$ cat src/rtl/prog_interval_timer_pkg.sv
// Shared constants for the programmable interval timer: mode encoding and FSM state codes.
package prog_interval_timer_pkg;

    localparam logic MODE_PERIODIC = 1'b0;
    localparam logic MODE_ONESHOT  = 1'b1;

    localparam logic [0:0] ST_IDLE = 1'b0;
    localparam logic [0:0] ST_RUN  = 1'b1;

endpackage

$ cat src/rtl/prog_interval_timer_if.sv
// Control/status bundle between a timer client (master) and the interval timer (slave).
interface prog_interval_timer_if #(
    parameter int WIDTH = 16
);

    logic             tick;
    logic             start;
    logic             stop;
    logic             mode;
    logic [WIDTH-1:0] period;
    logic [WIDTH-1:0] count;
    logic             timeout;
    logic             busy;
    logic             period_err;

    modport master (
        output tick, start, stop, mode, period,
        input  count, timeout, busy, period_err
    );

    modport slave (
        input  tick, start, stop, mode, period,
        output count, timeout, busy, period_err
    );

endinterface

$ cat src/rtl/prog_interval_timer.sv
// Runtime-programmable interval timer: counts qualified ticks up to a loadable terminal
// count and emits a one-cycle timeout pulse, in periodic or one-shot mode.
module prog_interval_timer
    import prog_interval_timer_pkg::*;
#(
    parameter int WIDTH          = 16,
    parameter int DEFAULT_PERIOD = 100,
    parameter bit USE_TICK       = 1'b1
) (
    input  logic                 clk,
    input  logic                 rst_n,
    prog_interval_timer_if.slave tmr
);

    // Only period-1 is kept: the sampled period itself is never needed once the terminal is known.
    localparam logic [WIDTH-1:0] DEF_TERM = WIDTH'(DEFAULT_PERIOD - 1);

    logic [0:0]       state_q, state_d;
    logic [WIDTH-1:0] count_q, count_d;
    logic [WIDTH-1:0] term_q, term_d;
    logic             mode_q, mode_d;
    logic             timeout_q, timeout_d;
    logic             period_err_q, period_err_d;
    logic             tick_en;

    assign tick_en = USE_TICK ? tmr.tick : 1'b1;

    always_comb begin
        state_d      = state_q;
        count_d      = count_q;
        term_d       = term_q;
        mode_d       = mode_q;
        timeout_d    = 1'b0;
        period_err_d = 1'b0;

        if (tmr.stop) begin
            state_d = ST_IDLE;
            count_d = '0;
        end else if (tmr.start) begin
            count_d = '0;
            if (tmr.period != '0) begin
                term_d  = tmr.period - WIDTH'(1);
                mode_d  = tmr.mode;
                state_d = ST_RUN;
            end else begin
                period_err_d = 1'b1;
                state_d      = ST_IDLE;
            end
        end else if (state_q == ST_RUN && tick_en) begin
            // Terminal compare uses the registered term so it stays off the incrementer path.
            if (count_q == term_q) begin
                count_d   = '0;
                timeout_d = 1'b1;
                if (mode_q == MODE_ONESHOT) begin
                    state_d = ST_IDLE;
                end
            end else begin
                count_d = count_q + WIDTH'(1);
            end
        end
    end

    always_ff @(posedge clk or negedge rst_n) begin
        if (!rst_n) begin
            state_q      <= ST_IDLE;
            count_q      <= '0;
            term_q       <= DEF_TERM;
            mode_q       <= MODE_PERIODIC;
            timeout_q    <= 1'b0;
            period_err_q <= 1'b0;
        end else begin
            state_q      <= state_d;
            count_q      <= count_d;
            term_q       <= term_d;
            mode_q       <= mode_d;
            timeout_q    <= timeout_d;
            period_err_q <= period_err_d;
        end
    end

    assign tmr.count      = count_q;
    assign tmr.timeout    = timeout_q;
    assign tmr.busy       = (state_q == ST_RUN);
    assign tmr.period_err = period_err_q;

endmodule

$ cat src/flat_wrapper.sv
// flat-port wrapper written by rule: the top's interface ports become plain ports
module prog_interval_timer_flat import prog_interval_timer_pkg::*;
#(
    parameter int WIDTH          = 16,
    parameter int DEFAULT_PERIOD = 100,
    parameter bit USE_TICK       = 1'b1
)
  (clk, rst_n, tmr_tick, tmr_start, tmr_stop, tmr_mode, tmr_period, tmr_count, tmr_timeout, tmr_busy, tmr_period_err);
  prog_interval_timer_if #(.WIDTH(WIDTH)) tmr_i ();
  input  logic clk;
  input  logic rst_n;
  input wire logic [$bits(tmr_i.tick)-1:0] tmr_tick;
  input wire logic [$bits(tmr_i.start)-1:0] tmr_start;
  input wire logic [$bits(tmr_i.stop)-1:0] tmr_stop;
  input wire logic [$bits(tmr_i.mode)-1:0] tmr_mode;
  input wire logic [$bits(tmr_i.period)-1:0] tmr_period;
  output wire logic [$bits(tmr_i.count)-1:0] tmr_count;
  output wire logic [$bits(tmr_i.timeout)-1:0] tmr_timeout;
  output wire logic [$bits(tmr_i.busy)-1:0] tmr_busy;
  output wire logic [$bits(tmr_i.period_err)-1:0] tmr_period_err;
  assign tmr_i.tick = tmr_tick;
  assign tmr_i.start = tmr_start;
  assign tmr_i.stop = tmr_stop;
  assign tmr_i.mode = tmr_mode;
  assign tmr_i.period = tmr_period;
  assign tmr_count = tmr_i.count;
  assign tmr_timeout = tmr_i.timeout;
  assign tmr_busy = tmr_i.busy;
  assign tmr_period_err = tmr_i.period_err;
  prog_interval_timer #(.WIDTH(WIDTH), .DEFAULT_PERIOD(DEFAULT_PERIOD), .USE_TICK(USE_TICK)) u_core (.clk(clk), .rst_n(rst_n), .tmr(tmr_i));
endmodule
$ cat config.mk
export PLATFORM = sky130hd
export DESIGN_NAME = prog_interval_timer_flat
export DESIGN_NICKNAME = d
export VERILOG_FILES = /design/src/rtl/prog_interval_timer_pkg.sv /design/src/rtl/prog_interval_timer_if.sv /design/src/rtl/prog_interval_timer.sv /design/src/flat_wrapper.sv
export SDC_FILE = /design/constraint.sdc
export NUM_CORES = 1
export LEC_CHECK = 0
export ABC_CLOCK_PERIOD_IN_PS = 4000
export BUFFER_PORTS_ARGS = -buffer_cell sky130_fd_sc_hd__buf_2
export CELL_PAD_IN_SITES_DETAIL_PLACEMENT = 1
export CELL_PAD_IN_SITES_GLOBAL_PLACEMENT = 2
export CORE_MARGIN = 10
export CORE_UTILIZATION = 37
export CTS_BUF_LIST = sky130_fd_sc_hd__clkbuf_8
export DETAILED_ROUTE_END_ITERATION = 7
export HOLD_SLACK_MARGIN = 0.02
export MAX_ROUTING_LAYER = met4
export PLACE_DENSITY_LB_ADDON = 0.1
export SLEW_MARGIN = 10
export SYNTH_ARGS = -nofsm -noshare
export SYNTH_HDL_FRONTEND = slang
export SYNTH_SLANG_ARGS = --single-unit
$ cat constraint.sdc
create_clock -name clk -period 4 [get_ports clk]
set_input_delay 0.8 -clock clk [delete_from_list [all_inputs] [get_ports clk]]
set_output_delay 0.8 -clock clk [all_outputs]
set_load 0.05 [all_outputs]
# Word-level counts from Yosys, hierarchy flattened
# Cells that the tools add are included.
# W data, S select, Z words.
[word_totals] reg_bits=36 inputBits=22 out_inout_bits=19 word_cells=34
[op_classes] addsub=2 n_eq_ne=1 mux=17 bitwise_logic=1 n_reduce_logical=7
[op_table] op="$mux W16" count=4
[op_table] op="$add A16 B1 Y16 const B" count=1
[op_table] op="$eq A16 B16 Y1" count=1
[op_table] op="$reduce_bool A16 Y1" count=1
[op_table] op="$sub A16 B1 Y16 const B" count=1
[op_table] op="$mux W1" count=13
[op_table] op="$reduce_bool A3 Y1" count=3
[op_table] op="$reduce_and A3 Y1" count=2
[op_table] op="$logic_and A1 B1 Y1" count=1
[op_table] op="$not A1 Y1" count=1

# Longest topological paths before layout
# Gate-level depths: netlist (run 1).
[depth] depth_word=5 ltp_mapped=7 mapped_depth_nobuf=6

# Least setup slack after synthesis (run 1)
# No wires, ideal clock.
[synth_timing] path_type="in2reg" from="input port tmr_period[5]" to="register u_core.mode_q" setup_ns=0.125 arrival_ns=1.977 t_required_ns=3.875 path_slack_ns=1.898 cell_stages=4 n_path_buf=0 path_cell_list="nor4_4 nand3b_4 o31ai_4 mux2_2"
[synth_via] elab_chain_len=2
[synth_lines] element="start: declaration" line_no="flat_wrapper.sv:16" rtl="input wire logic [$bits(tmr_i.period)-1:0] tmr_period;"
[synth_lines] element="$reduce_bool A16 Y1" line_no="prog_interval_timer.sv:41" rtl="if (tmr.period != '0) begin"
[synth_lines] element="$reduce_and A3 Y1 (no line)"
[synth_lines] element="end signal: assignment" line_no="prog_interval_timer.sv:75" rtl="mode_q <= mode_d;"
[synth_lines] element="end: declaration" line_no="prog_interval_timer.sv:21" rtl="logic mode_q, mode_d;"
# No other way between the ends.
# A chain may end at the register's enable or synchronous reset.

# Final worst setup path (run 1)
[layout_timing] from="register u_core.count_q[12], in the netlist u_core.tmr.count[12]" to="register u_core.count_q[8], in the netlist u_core.tmr.count[8]"
[layout_via] elab_chain_len=5
[layout_lines] element="start: declaration" line_no="prog_interval_timer.sv:19" rtl="logic [WIDTH-1:0] count_q, count_d;"
[layout_lines] element="start signal: assignment" line_no="prog_interval_timer.sv:73" rtl="count_q <= count_d;"
[layout_lines] element="$eq A16 B16 Y1" line_no="prog_interval_timer.sv:51" rtl="if (count_q == term_q) begin"
[layout_lines] element="$mux W16" line_no="prog_interval_timer.sv:51"
[layout_lines] element="$mux W16" line_no="prog_interval_timer.sv:49" rtl="end else if (state_q == ST_RUN && tick_en) begin"
[layout_lines] element="$mux W16" line_no="prog_interval_timer.sv:39" rtl="end else if (tmr.start) begin"
[layout_lines] element="$mux W16" line_no="prog_interval_timer.sv:36" rtl="if (tmr.stop) begin"
# No other way between the ends. The select of a mux whose other input is x is not followed.

==> flow_metrics.env, run 1 <==
export IMPL_ir_worst_vdd_mv=0.172
export IMPL_r2r_setup_slack_ns=1.61
export IMPL_synth_top_area_cell="dfrtp_1"
export IMPL_worst_slew_pin_slew_ns=0.794
export IMPL_postSynthAreaPerCell_um2=9.21
export IMPL_synth_edf_count=0
export IMPL_ctsRootBufferMaster="clkbuf_8"
export IMPL_wirelength_mm=5.07
export IMPL_synthFlopType="dfrtp_1"
export IMPL_fin_crit_ns=2.39
export IMPL_endpoint="u_core.tmr.count[8]"
export IMPL_antenna_found_initial=0
export IMPL_synthCells=223
export IMPL_vias=1638
export IMPL_status="finished, final reports clean"
export IMPL_tritoncts="built"
export IMPL_slew_viol_final=0
export IMPL_cts_buffers=5
export IMPL_nNetsFinal=289
export IMPL_yosys_cell_count_top_type="nand2_1"
export IMPL_yosys_warnings=0
export IMPL_cts_setup_buffers=0
export IMPL_wl_per_cell_um=15.0
export IMPL_pin_count=41
export IMPL_dpl_hpwl_mm=4.06
export IMPL_path_depth=5
export IMPL_synth_top_cells_by_area="dfrtp_1, xnor2_1, xor2_1, nand2_1, dfstp_2"
export IMPL_die_h_um=94.5
export IMPL_finalCritPeriodShare=0.599
export IMPL_clk_latency_ns=0.28
export IMPL_syn_nets=247
export IMPL_max_slew_margin_rel=0.471
export IMPL_start_util=0.378
export IMPL_r2r_end="u_core.tmr.count[8]"
export IMPL_reg2reg_from="u_core.tmr.count[12]"
export IMPL_diodes=0
export IMPL_post_drt_via_cell_ratio=4.85
export IMPL_grt_pass1_vias=1746
export IMPL_max_freq_mhz=418
export IMPL_netlist_cell_type_count=37
export IMPL_syn_cell_area_um2=2050
export IMPL_path_clk_slew_ns=0.07
export IMPL_setup_viol=0
export IMPL_crit_fanout=11
export IMPL_hold_class="reg -> reg"
export IMPL_arrival_ns=2.53
export IMPL_coreArea_um2=5440
export IMPL_drc=0
export IMPL_overflow=0
export IMPL_yosys_top_cells_count="nand2_1, dfrtp_1, nor2_1"
export IMPL_die_w_um=94.5
export IMPL_finalHoldViolCount=0
export IMPL_critPathLaunchType="flip-flop"
export IMPL_grt_usage=0.122
export IMPL_grt_first_pass_wirelength_mm=8.73
export IMPL_synth_seq_cells=36
export IMPL_power_density_nw_per_um2=351
export IMPL_crit_family="simple AND/OR/NAND/NOR gates"
export IMPL_min_path_cells=2
export IMPL_grt_start_max_net_pins=37
export IMPL_firstDrtPassIters=4
export IMPL_portBuffers=40
export IMPL_fin_tns_setup_ns=0
export IMPL_rsz0062_at_grt="no"
export IMPL_worstSetupPathType="reg -> reg"
export IMPL_yosysSeqAreaShare=0.441
export IMPL_crit_required_ns=4.14
export IMPL_r2r_cells=5
export IMPL_rows=27
export IMPL_crit_start="u_core.tmr.count[12]"
export IMPL_netlist_area_leader_share=0.390
export IMPL_area_delta_synth_final_pct=19.1
export IMPL_path_cells="xor2_1 -> nor4_1 -> nand4_1 -> o21ai_1 -> nor2_1"
export IMPL_drt_iter0_drc=24
export IMPL_clockBufferDepth=2
export IMPL_place_gp_congestion=0.799
export IMPL_final_core_util=0.450
export IMPL_crit_slowest_cell="o21ai_1"
export IMPL_endpoint_kind="flip-flop"
export IMPL_fillers=673
export IMPL_cts_sinks=36
export IMPL_path_buf_inv=0
export IMPL_async_flop_share=1.00
export IMPL_static_leakage_power_nw=1.11
export IMPL_hold_buffers=0
export IMPL_max_stage_delay_ns=0.75
export IMPL_fin_skew_ns=0.00300
export IMPL_post_cts_resized=0
export IMPL_drive_gt1_frac=0.241
export IMPL_dieArea_um2=8930
export IMPL_maxCapViolCount=0
export IMPL_ant_nets=0
export IMPL_h_tree_depth=2
final cells by class:
cell class | count | area, um2 | area share
inverters | 4 | 15.0 | 0.00614
clock buffers | 7 | 96.3 | 0.0394
multi-input cells | 176 | 1090 | 0.447
well taps | 72 | 90.1 | 0.0368
flip-flops and latches | 36 | 906 | 0.370
repair buffers | 42 | 215 | 0.0880
clock inverters | 1 | 30.0 | 0.0123
cell usage in the layout (no fill, tap or decap), drive strengths merged:
cell / n
dfstp: 4
a31oi: 2
clkbuf: 7
bufinv: 1
dfrtp: 32
nor3: 11
a211o: 1
o21ai: 17
and2: 2
nor2: 24
nand3: 7
nand2: 34
mux2: 1
inv: 4
nor4: 7
or3: 1
xnor2: 20
xor2: 20
and4: 2
nor2b: 4
nand3b: 1
buf: 42
o31ai: 1
nand2b: 1
and3: 1
ha: 2
a21o: 1
nor3b: 2
a21oi: 6
or4: 1
or2: 2
nand4: 5
per-stage QoR:
| step | power [W] | hold WS [ns] | area, um2 | setup WS [ns] | cells |
|---|---|---|---|---|---|
| finish | 0.000860 | 0.486 | 2450 | 1.61 | 338 |
| global route | 0.000902 | 0.510 | 2450 | 1.34 | 338 |
| CTS | 0.000874 | 0.493 | 2450 | 1.53 | 338 |
| detailed placement | 0.000522 | 0.482 | 2320 | 1.53 | 330 |
| global placement | 0.000520 | 0.481 | 2320 | 1.55 | 330 |
| floorplan | 0.000477 | 0.464 | 2050 | 1.90 | 223 |
cell families (layout without fill, tap and decap cells):
kind of cell | Yosys count | in the layout | share of synthesized area
AOI/OAI and AO/OA | 28 | 28 | 0.0822
xor gates and xnor gates | 40 | 40 | 0.171
adders and majority gates | 2 | 2 | 0.0122
buffers and inverters | 11 | 54 | 0.0268
DFF | 36 | 36 | 0.441
muxes | 1 | 1 | 0.00548
and+or+nand+nor | 105 | 105 | 0.262
layer usage:
layer  share of wire  track usage  vias up
li1                -            -      836
met4          0.0089       0.0337        0
met5               0            -        -
met1            0.51        0.162      771
met3           0.027       0.0206        2
met2            0.46        0.188       29
report_power, final:
| group | internal, W | leakage [nW] | switching [W] |
|---|---|---|---|
| Sequential | 0.000392 | 0.464 | 0.0000192 |
| Combinational | 0.0000410 | 0.577 | 0.0000595 |
| Clock | 0.000220 | 0.0645 | 0.000128 |
| Total | 0.000653 | 1.11 | 0.000207 |
worst reg2reg max path, delay by kind of cell (launching register included):
| family | cells | cell delay, ns |
|---|---|---|
| XOR/XNOR | 1 | 0.19 |
| AO/OA/AOI/OAI | 1 | 0.75 |
| AND/OR/NAND/NOR | 3 | 0.86 |
| flip-flops | 1 | 0.45 |
state kept, by name, indices dropped and copies added, names as in the netlist:
signal and count:
u_core.term_q 16, u_core.tmr.busy 1, u_core.tmr.period_err 1, u_core.mode_q 1, u_core.tmr.count 16, u_core.tmr.timeout 1
worst min path at each step:
stage | end | start
floorplan | u_core.term_q[5] | u_core.term_q[5]
global placement | u_core.term_q[5] | u_core.term_q[5]
detailed placement | u_core.term_q[5] | u_core.term_q[5]
CTS | u_core.term_q[5] | u_core.term_q[5]
global route | u_core.term_q[5] | u_core.term_q[5]
finish | u_core.term_q[5] | u_core.term_q[5]
Power figures use the tool's default switching activity.
==> run 2: changes to the inputs <==
- ABC_AREA: unset -> 1
- ABC_CLOCK_PERIOD_IN_PS: 4000 -> 2400
- CORE_UTILIZATION: 37 -> 32
- clock period: 4 -> 2.4 ns (I/O delays scaled with it)
==> flow_metrics.env, run 2 <==
export IMPL_ir_worst_vdd_mv=0.210
export IMPL_critPathLaunchType="flip-flop"
export IMPL_yosys_cell_count_top_type="nand2_1"
export IMPL_clk_latency_ns=0.29
export IMPL_drt_iter0_drc=45
export IMPL_grt_first_pass_wirelength_mm=10.4
export IMPL_worst_slew_pin_slew_ns=0.813
export IMPL_synthCells=318
export IMPL_layout_common_cells="nand2_1, inv_1, nor2_1, buf_2, dfrtp_1"
export IMPL_yosysSeqAreaShare=0.399
export IMPL_start_util=0.332
export IMPL_dpl_hpwl_mm=4.89
export IMPL_coreArea_um2=6830
export IMPL_max_slew_margin_rel=0.458
export IMPL_final_common_cell="nand2_1"
export IMPL_finalCritPeriodShare=0.707
export IMPL_fin_tns_setup_ns=0
export IMPL_clock_power_share=0.311
export IMPL_ant_nets=0
export IMPL_area_delta_synth_final_pct=16.7
export IMPL_synth_top_area_cell="dfrtp_1"
export IMPL_synthFlopType="dfrtp_1"
export IMPL_cts_sinks=36
export IMPL_endpoint_kind="flip-flop"
export IMPL_maxCapViolCount=0
export IMPL_grt_usage=0.118
export IMPL_status="finished, final reports clean"
export IMPL_fin_crit_ns=1.70
export IMPL_cts_buffers=5
export IMPL_preCtsSetupSlack_ns=0.432
export IMPL_async_flop_share=1.00
export IMPL_yosys_top_cells_count="nand2_1, nor2_1, inv_1"
export IMPL_power_density_nw_per_um2=538
export IMPL_drc=0
export IMPL_place_gp_congestion=0.784
export IMPL_fin_skew_ns=0.00732
export IMPL_crit_slowest_cell="dfrtp_1"
export IMPL_dieArea_um2=10900
export IMPL_antenna_found_initial=0
export IMPL_p_seq_frac=0.497
export IMPL_postSynthAreaPerCell_um2=7.13
export IMPL_diodes=0
export IMPL_r2r_setup_slack_ns=0.70
export IMPL_crit_family="simple AND/OR/NAND/NOR gates"
export IMPL_netlist_cell_type_count=24
export IMPL_pin_count=41
export IMPL_pwr_share_comb=0.192
export IMPL_arrival_ns=1.92
export IMPL_hold_buffers=0
export IMPL_grt_start_max_net_pins=37
export IMPL_netSwitchingFraction=0.310
export IMPL_worst_slack_ns=0.704
export IMPL_finalHoldViolCount=0
export IMPL_synth_top_cells_by_area="dfrtp_1, nand2_1, nor2_1, inv_1, xor2_1"
export IMPL_max_freq_mhz=590
export IMPL_nNetsFinal=388
export IMPL_slew_viol_final=0
export IMPL_netlist_area_leader_share=0.353
export IMPL_path_cells="ha_1 -> nand2_1 -> nor2_1 -> nand3_1 -> nor2_1 -> nand2_1 -> nand2_1 -> nand2_1 -> nor2_1"
export IMPL_syn_nets=342
export IMPL_rsz0062_at_grt="no"
export IMPL_syn_cell_area_um2=2270
export IMPL_grt_pass1_vias=2189
export IMPL_path_clk_slew_ns=0.08
export IMPL_hold_class="in -> async"
export IMPL_cpMostUsedCell="nand2_1"
export IMPL_cts_setup_buffers=0
export IMPL_synth_edf_count=0
export IMPL_clockBufferDepth=2
export IMPL_firstDrtPassIters=4
export IMPL_die_h_um=104
export IMPL_vias=2050
export IMPL_max_stage_delay_ns=0.50
export IMPL_rows=30
export IMPL_setup_viol=0
export IMPL_p_int_w=0.000983
export IMPL_wirelength_mm=6.03
export IMPL_overflow=0
export IMPL_post_drt_via_cell_ratio=4.45
export IMPL_yosys_warnings=0
export IMPL_die_w_um=104
export IMPL_path_buf_inv=0
export IMPL_portBuffers=40
export IMPL_wl_per_cell_um=13.1
export IMPL_h_tree_depth=2
export IMPL_synth_seq_cells=36
export IMPL_ctsRootBufferMaster="clkbuf_8"
export IMPL_crit_required_ns=2.62
export IMPL_worstSetupPathType="reg -> reg"
export IMPL_post_cts_resized=0
export IMPL_crit_fanout=8
export IMPL_tritoncts="built"
export IMPL_power_switching_w=0.000441
export IMPL_drive_gt1_frac=0.208
export IMPL_static_leakage_power_nw=1.33
[run 2: metal layers]
metal / track usage / up-vias / wire length (um)
li1: - / 1059 / -
met1: 0.155 / 947 / 3160
met2: 0.181 / 38 / 2640
met3: 0.0198 / 6 / 149
met4: 0.0358 / 0 / 80
met5: - / - / 0
[run 2: path summary, 6_finish.rpt]
path / startpoint / endpoint / cells past startpoint
worst max-delay path: u_core.tmr.count[0] / u_core.tmr.count[14] / 9
worst min-delay path: rst_n / u_core.tmr.count[5] / 1
worst max register to register: u_core.tmr.count[0] / u_core.tmr.count[14] / 9
worst min register to register: u_core.term_q[5] / u_core.term_q[5] / 2
max in group asynchronous: rst_n / u_core.tmr.period_err / 1
min in group clk: tmr_period[0] / u_core.term_q[0] / 2
[run 2: layout make-up]
type | count | area, um2
multi-input cells | 231 | 1130
repair buffers | 43 | 223
clock inverters | 2 | 7.51
flip-flops and latches | 36 | 906
well taps | 96 | 120
fillers | 911 | 4180
inverters | 47 | 176
clock buffers | 6 | 82.6
[run 2: power groups by stage]
stage	clock network (W)	registers (W)	logic, W
floorplan	0	0.000736	0.000167
finish	0.000443	0.000707	0.000273
detailed placement	0	0.000719	0.000280
global placement	0	0.000716	0.000273
CTS	0.000458	0.000708	0.000282
global route	0.000486	0.000715	0.000315
[run 2: cells by family after synthesis]
family	after synthesis	synth area share
flops	36	0.399
compound gates	25	0.0734
simple gates	184	0.338
fa+ha+maj	2	0.0110
buf+inv	51	0.101
xor+xnor	20	0.0772
[run 2: metrics by stage]
stage / hold WS [ns] / instances / cell area (um2) / total power [W] / util
final: 0.284 / 461 / 2650 / 0.00142 / 0.388
after global routing: 0.350 / 461 / 2650 / 0.00152 / 0.388
after CTS: 0.316 / 461 / 2650 / 0.00145 / 0.388
after detailed placement: 0.485 / 453 / 2560 / 0.000999 / 0.374
after global placement: 0.476 / 453 / 2560 / 0.000990 / 0.374
after floorplan: 0.184 / 318 / 2270 / 0.000903 / -
